--- config.mk ---
export PLATFORM = sky130hd
export DESIGN_NAME = dpram_port_ctrl
export DESIGN_NICKNAME = d
export VERILOG_FILES = /design/src/rtl/dpram_port_ctrl.sv
export SDC_FILE = /design/constraint.sdc
export NUM_CORES = 1
export LEC_CHECK = 0
export CAP_MARGIN = 30
export CORE_MARGIN = 1.5
export CORE_UTILIZATION = 44
export DETAILED_ROUTE_END_ITERATION = 7
export GPL_ROUTABILITY_DRIVEN = 0
export GPL_TIMING_DRIVEN = 1
export PLACE_DENSITY = 0.86
export SKIP_CTS_REPAIR_TIMING = 1
export SLEW_MARGIN = 10
export SYNTH_ARGS = -nofsm -noshare
export SYNTH_HDL_FRONTEND = slang
export SYNTH_SLANG_ARGS = --single-unit
--- constraint.sdc ---
create_clock -name clk -period 4.75 [get_ports clk]
set_input_delay 0.95 -clock clk [delete_from_list [all_inputs] [get_ports clk]]
set_output_delay 0.95 -clock clk [all_outputs]
set_load 0.05 [all_outputs]
--- src/rtl/dpram_port_ctrl.sv ---
// rtl/dpram_port_ctrl.sv - two-port valid/ready initiator for the 32x32 dual-port SRAM
// Ports:
//   clk, rst               - system clock, synchronous active-high reset
//   reqN_valid/ready       - request handshake per port (N = 1, 2)
//   reqN_we/addr/wdata     - request operation, word address, write data
//   rspN_valid, rspN_rdata - one-cycle completion pulse, registered read data
//   AN, IN, ON             - SRAM address, write data, read data per port
//   CEBN                   - SRAM strobe, rising edge commits the access
//   WEBN, OEBN             - active-low write enable / output enable
//   CSB2                   - active-low port-2 chip select
//   conflict_cnt           - saturating count of cycles port 2 lost a collision
module dpram_port_ctrl #(
    parameter int ADDR_W = 5,
    parameter int DATA_W = 32,
    parameter int CNT_W  = 16
) (
    input  logic              clk,
    input  logic              rst,
    input  logic              req1_valid,
    output logic              req1_ready,
    input  logic              req1_we,
    input  logic [ADDR_W-1:0] req1_addr,
    input  logic [DATA_W-1:0] req1_wdata,
    output logic              rsp1_valid,
    output logic [DATA_W-1:0] rsp1_rdata,
    input  logic              req2_valid,
    output logic              req2_ready,
    input  logic              req2_we,
    input  logic [ADDR_W-1:0] req2_addr,
    input  logic [DATA_W-1:0] req2_wdata,
    output logic              rsp2_valid,
    output logic [DATA_W-1:0] rsp2_rdata,
    output logic [ADDR_W-1:0] A1,
    output logic [DATA_W-1:0] I1,
    input  logic [DATA_W-1:0] O1,
    output logic              CEB1,
    output logic              WEB1,
    output logic              OEB1,
    output logic [ADDR_W-1:0] A2,
    output logic [DATA_W-1:0] I2,
    input  logic [DATA_W-1:0] O2,
    output logic              CEB2,
    output logic              WEB2,
    output logic              OEB2,
    output logic              CSB2,
    output logic [CNT_W-1:0]  conflict_cnt
);

    typedef enum logic [1:0] {
        S_IDLE   = 2'd0,
        S_SETUP  = 2'd1,
        S_STROBE = 2'd2,
        S_DONE   = 2'd3
    } state_t;

    state_t st1, st1_nxt, st2, st2_nxt;
    logic   we1_q, we2_q;
    logic   acc1, acc2, conflict, p1_inflight, p2_open;

    // Handshake and collision detection. A1 doubles as the port-1 in-flight
    // address because it is held unchanged from SETUP through DONE.
    always_comb begin
        p1_inflight = (st1 == S_SETUP) || (st1 == S_STROBE);
        p2_open     = (st2 == S_IDLE) || (st2 == S_DONE);
        req1_ready  = !rst && ((st1 == S_IDLE) || (st1 == S_DONE));
        acc1        = req1_valid && req1_ready;
        conflict    = 1'b0;
        if (req2_valid) begin
            if (p1_inflight && (req2_we || we1_q) && (req2_addr == A1))
                conflict = 1'b1;
            if (acc1 && (req2_we || req1_we) && (req2_addr == req1_addr))
                conflict = 1'b1;
        end
        req2_ready = !rst && p2_open && !conflict;
        acc2       = req2_valid && req2_ready;
    end

    always_comb begin
        st1_nxt = st1;
        case (st1)
            S_IDLE:   if (acc1) st1_nxt = S_SETUP;
            S_SETUP:  st1_nxt = S_STROBE;
            S_STROBE: st1_nxt = S_DONE;
            S_DONE:   st1_nxt = acc1 ? S_SETUP : S_IDLE;
        endcase
    end

    always_comb begin
        st2_nxt = st2;
        case (st2)
            S_IDLE:   if (acc2) st2_nxt = S_SETUP;
            S_SETUP:  st2_nxt = S_STROBE;
            S_STROBE: st2_nxt = S_DONE;
            S_DONE:   st2_nxt = acc2 ? S_SETUP : S_IDLE;
        endcase
    end

    // SRAM pins are driven from the next state so they are registered and
    // already valid in the cycle the FSM enters that state.
    always_ff @(posedge clk) begin
        if (rst) begin
            st1        <= S_IDLE;
            we1_q      <= 1'b0;
            A1         <= '0;
            I1         <= '0;
            CEB1       <= 1'b0;
            WEB1       <= 1'b1;
            OEB1       <= 1'b1;
            rsp1_valid <= 1'b0;
            rsp1_rdata <= '0;
        end else begin
            st1        <= st1_nxt;
            rsp1_valid <= (st1 == S_DONE);
            if ((st1 == S_DONE) && !we1_q)
                rsp1_rdata <= O1;
            case (st1_nxt)
                S_SETUP: begin
                    A1    <= req1_addr;
                    I1    <= req1_wdata;
                    we1_q <= req1_we;
                    WEB1  <= ~req1_we;
                    OEB1  <= req1_we;
                    CEB1  <= 1'b0;
                end
                S_STROBE: CEB1 <= 1'b1;
                S_DONE: begin
                    CEB1 <= 1'b0;
                    WEB1 <= 1'b1;
                end
                S_IDLE: begin
                    CEB1 <= 1'b0;
                    WEB1 <= 1'b1;
                    OEB1 <= 1'b1;
                end
            endcase
        end
    end

    always_ff @(posedge clk) begin
        if (rst) begin
            st2        <= S_IDLE;
            we2_q      <= 1'b0;
            A2         <= '0;
            I2         <= '0;
            CEB2       <= 1'b0;
            WEB2       <= 1'b1;
            OEB2       <= 1'b1;
            CSB2       <= 1'b1;
            rsp2_valid <= 1'b0;
            rsp2_rdata <= '0;
        end else begin
            st2        <= st2_nxt;
            rsp2_valid <= (st2 == S_DONE);
            CSB2       <= (st2_nxt == S_IDLE);
            if ((st2 == S_DONE) && !we2_q)
                rsp2_rdata <= O2;
            case (st2_nxt)
                S_SETUP: begin
                    A2    <= req2_addr;
                    I2    <= req2_wdata;
                    we2_q <= req2_we;
                    WEB2  <= ~req2_we;
                    OEB2  <= req2_we;
                    CEB2  <= 1'b0;
                end
                S_STROBE: CEB2 <= 1'b1;
                S_DONE: begin
                    CEB2 <= 1'b0;
                    WEB2 <= 1'b1;
                end
                S_IDLE: begin
                    CEB2 <= 1'b0;
                    WEB2 <= 1'b1;
                    OEB2 <= 1'b1;
                end
            endcase
        end
    end

    // Counts only cycles where port 2 could otherwise have been accepted.
    always_ff @(posedge clk) begin
        if (rst)
            conflict_cnt <= '0;
        else if (req2_valid && p2_open && conflict && (conflict_cnt != {CNT_W{1'b1}}))
            conflict_cnt <= conflict_cnt + 1'b1;
    end

endmodule

Word-level counts from Yosys, hierarchy flattened --
Cells that the tools add are included.
Storage, ports and cells: bits in registers 169, input port bits 144, output and inout bits 165, word-level logic and storage cells 88
Cells by class: $add $sub $neg 1, equal/unequal tests 15, muxes and demuxes 15, bitwise gates (word level) 2, reductions and logical operators 35
Operators by type and width (number):
- $add A16 B1 Y16 const B | 1
- $eq A2 B2 Y1 const B | 8
- $ne A16 B16 Y1 const B | 1
- $pmux W2 S4 | 2
- $logic_and A1 B1 Y1 | 14
- $pmux W1 S2 | 6
- $eq A5 B5 Y1 | 2
- $eq A2 B1 Y1 const B | 4
- $logic_not A2 Y1 | 4
- $reduce_bool A2 Y1 | 4
- $reduce_or A3 Y1 | 2
- $logic_or A1 B1 Y1 | 5
- $mux W1 | 5
- $logic_not A1 Y1 | 4
- $mux W2 | 2
- $reduce_or A2 Y1 | 2
- $not A1 Y1 | 2

Longest topological paths before layout --
word-level depth 16, gate-level depth with buffers 11, gate-level depth less buffers 9

Worst setup path before layout --
No wires, ideal clock.
path type input-to-output, start input rst, end output req2_ready, arrival 2.624 ns, data required time 3.800 ns, setup slack 1.176 ns, stages on the path 5, buffers on the path 0, cell sequence nor2_1 -> and2_1 -> nand4_1 -> nand2_1 -> nor3_1
Between the ends: cells in the longest elaborated chain, start to end 9, elaborated cells between the ends (all ways) 10, those cells by class 2 x mux; 8 x reduce/logical
RTL lines:
- start: declaration | RTL line 18 | input logic rst,
- $logic_not A1 Y1 * | RTL line 65, 74
- $logic_and A1 B1 Y1 | RTL line 65 | req1_ready = !rst && ((st1 == S_IDLE) || (st1 == S_DONE));
- $logic_and A1 B1 Y1 | RTL line 66 | acc1 = req1_valid && req1_ready;
- $logic_and A1 B1 Y1 (2 in a row) | RTL line 71 | if (acc1 && (req2_we || req1_we) && (req2_addr == req1_addr))
- $mux W1 | RTL line 71
- $mux W1 | RTL line 68 | if (req2_valid) begin
- $logic_not A1 Y1 | RTL line 74 | req2_ready = !rst && p2_open && !conflict;
- $logic_and A1 B1 Y1 * | RTL line 74
- end: declaration | RTL line 27 | output logic req2_ready,
Mark *: on every way between the ends. The rest lies on a longest branch, timed or not.

Worst setup path after layout --
start input req2_addr[4], end output req2_ready
Between the ends: cells in the longest elaborated chain, start to end 7, elaborated cells between the ends (all ways) 9, those cells by class 2 x eq/ne; 3 x mux; 4 x reduce/logical
RTL lines:
- start: declaration | RTL line 29 | input logic [ADDR_W-1:0] req2_addr,
- $eq A5 B5 Y1 | RTL line 69 | if (p1_inflight && (req2_we || we1_q) && (req2_addr == A1))
- $logic_and A1 B1 Y1 | RTL line 69
- $mux W1 | RTL line 69
- $mux W1 * | RTL line 71
- $mux W1 * | RTL line 68
- $logic_not A1 Y1 * | RTL line 74
- $logic_and A1 B1 Y1 * | RTL line 74
Marked as above.

==> results_dict.tcl <==
set metrics [dict create \
    run_status "finished, final reports clean" \
    vias 5962 \
    clk_latency_ps 420 \
    end_kind "primary output" \
    total_power_mw 6.58 \
    syn2layout_area_growth_pct 58.7 \
    synth.cell_area_um2 6450 \
    wl_per_cell_um 15.4 \
    crit_path_max_incr_delay_ps 480 \
    synthFlopType "dfxtp_1" \
    io_pins 309 \
    drcViolationCount 0 \
    chipWidth_um 124 \
    setup_viol 0 \
    maxSlewHeadroom 0.438 \
    core-area_um2 14400 \
    grt_pass1_wl_um 27100 \
    fin_skew_ps 7.94 \
    maxCapViolCount 0 \
    syn-instance-count 716 \
    die_y_um 124 \
    place.detailed.hpwl_um 13400 \
    yosysWarnings 0 \
    ys_seq_area_frac 0.524 \
    ff2ff_path_depth 10 \
    syn_nets 870 \
    drt_iter0_markers 238 \
    grt_pass1_vias 5502 \
    cts_buffers 17 \
    hold_viol 0 \
    root_buffer "clkbuf_16" \
    cp-start-kind "input port" \
    worst_slack_ps 1160 \
    slew_violations 0 \
    path_clk_slew_ps 60 \
    viasPerCell 4.97 \
    seq_area_um2 3380 \
    cts_tree "yes" \
    finalCritPeriodShare 0.756 \
    ys_types 42 \
    port_buffers 308 \
    min_to "rsp2_rdata[19]" \
    cp_cell_sequence "clkdlybuf4s50_1 -> xor2_1 -> nor4_1 -> nand4_1 -> nand2_1 -> nor3_1 -> buf_4" \
    cts_sinks 169 \
    final_cell_mix "clkdlybuf4s50_1 (306), dfxtp_1 (169), nand2_1 (139), nor2_1 (89), a21oi_1 (78)" \
    r2r_start "st1[0]" \
    cp_slowest_cell "clkdlybuf4s50_1" \
    hp-class "register to register" \
    fmax_ghz 0.278 \
    hold_start "rsp2_rdata[19]" \
    path_max_fanout 4 \
    peakVddDrop_uv 526 \
    p_leak_nw 3.88 \
    synth_edf_count 0 \
    finalSetupTns_ps 0 \
    overflow 0 \
    rr_endpoint "I1[16]" \
    critical_path_required_ps 3800 \
    whs_path_depth 2 \
    critPathKind "input port to primary output" \
    ctsLongestPathBuffers 2 \
    drt-total-wl_um 18400 \
    reg2reg_slack_ps 1850 \
    dieArea_um2 15400 \
    crit_arrival_ps 2640 \
    drt_pass1_iterations 4 \
    multiInputGateArea_um2 2870 \
    synth_top_cell_by_area "dfxtp_1" \
    grt_start_max_net_pins 65 \
    row_count 44 \
    min_period_ps 3590 \
    layout_commonest_cell "clkdlybuf4s50_1" \
    ant_nets 0 \
    final_area_um2 10200 \
    nets 1159 \
    grt_use_total 0.229 \
    drive_above_1_share 0.0493 \
    rsz0062_at_grt "false" \
    fill_cells 1074 \
    start_util 0.447 \
    antenna_found_initial 0 \
    place_ws_ps 1120 \
    synth_top_area_frac 0.524 \
    synthTopCellsByArea "dfxtp_1 (52%), mux2i_1 (12%), nand2_1 (8.1%), a21oi_1 (6.0%), nor2_1 (5.2%)" \
    ys_ff_latch 169 \
    syn_avg_cell_area_um2 9.01 \
    powerDensity_nw_per_um2 642 \
    async_flop_share 0 \
    antenna_cells 0 \
    dpl_cell_area_um2 9700 \
    max_slew.worst_pin.slew_ps 836 \
    h-tree-depth 4 \
]
-- critical path, delay by kind of cell --
| family | cells | cell delay (ps) |
|---|---|---|
| AND/OR/NAND/NOR | 4 | 770 |
| XOR/XNOR | 1 | 220 |
| buffers and inverters | 2 | 700 |
-- flip-flops by register name (all words and copies together), names as in the netlist, 2 cells and up --
name,cells
I2,32
I1,32
A2,5
A1,5
rsp2_rdata,32
st1,2
conflict_cnt,16
rsp1_rdata,32
st2,2
-- stage by stage --
step                 util  hold WS (ps)  cells
floorplan               -           478    716
global placement    0.671           441   1168
detailed placement  0.673           445   1170
CTS                 0.710           454   1199
global route        0.710           468   1199
finish              0.710           452   1199
-- where the power goes --
part	switching, mW	total [mW]	internal, mW
clock	0.537	1.28	0.740
combinational	2.07	3.35	1.27
sequential	0.192	1.95	1.76
total	2.80	6.58	3.78
-- synth_stat cells, drive strengths merged, types with 4 or more instances --
cell type and number:
a21oi 78, buf 16, clkbuf 31, dfxtp 169, ha 10, inv 12, mux2 4, mux2i 76
nand2 139, nand2b 5, nand3 5, nand4 5, nor2 89, nor2b 11, nor3 4, nor4 7
o21ai 5, o31ai 9, or3 4, or4 8, xnor2 6, xor2 4
-- worst max-delay path by stage --
stage | startpoint | to | cells past startpoint
after global placement | req2_addr[1] | I2[31] | 8
after detailed placement | req2_addr[1] | I2[11] | 8
after CTS | req2_addr[4] | req2_ready | 7
after global routing | req2_we | req2_ready | 7
after floorplan | rst | req2_ready | 5
final | req2_addr[4] | req2_ready | 7
-- kinds of logic (layout without fill, tap and decap cells) --
kind of cell | Yosys count | count (layout) | synth area share
AND/OR/NAND/NOR | 284 | 284 | 0.192
flip-flops | 169 | 169 | 0.524
AO/OA/AOI/OAI | 104 | 104 | 0.0894
multiplexers | 80 | 80 | 0.125
buffers and inverters | 59 | 358 | 0.0363
adder cells (fa/ha/maj) | 10 | 10 | 0.0194
XOR/XNOR | 10 | 10 | 0.0136
-- layout make-up --
type,count,area share
clock buffer,22,0.0453
clock inverter,7,0.00709
inverter,12,0.00440
multi-input combinational,488,0.280
sequential,169,0.330
tap,184,0.0225
timing repair buffer,317,0.310
-- per-layer routing --
| layer | up-vias | wire [um] | global-route usage |
|---|---|---|---|
| met1 | 2738 | 7110 | 0.247 |
| met5 | - | 0 | 0 |
| met2 | 231 | 9270 | 0.403 |
| met4 | 0 | 296 | 0.0859 |
| li1 | 2965 | - | - |
| met3 | 28 | 1750 | 0.0902 |
Note: power is estimated with default switching activity, not from simulation.
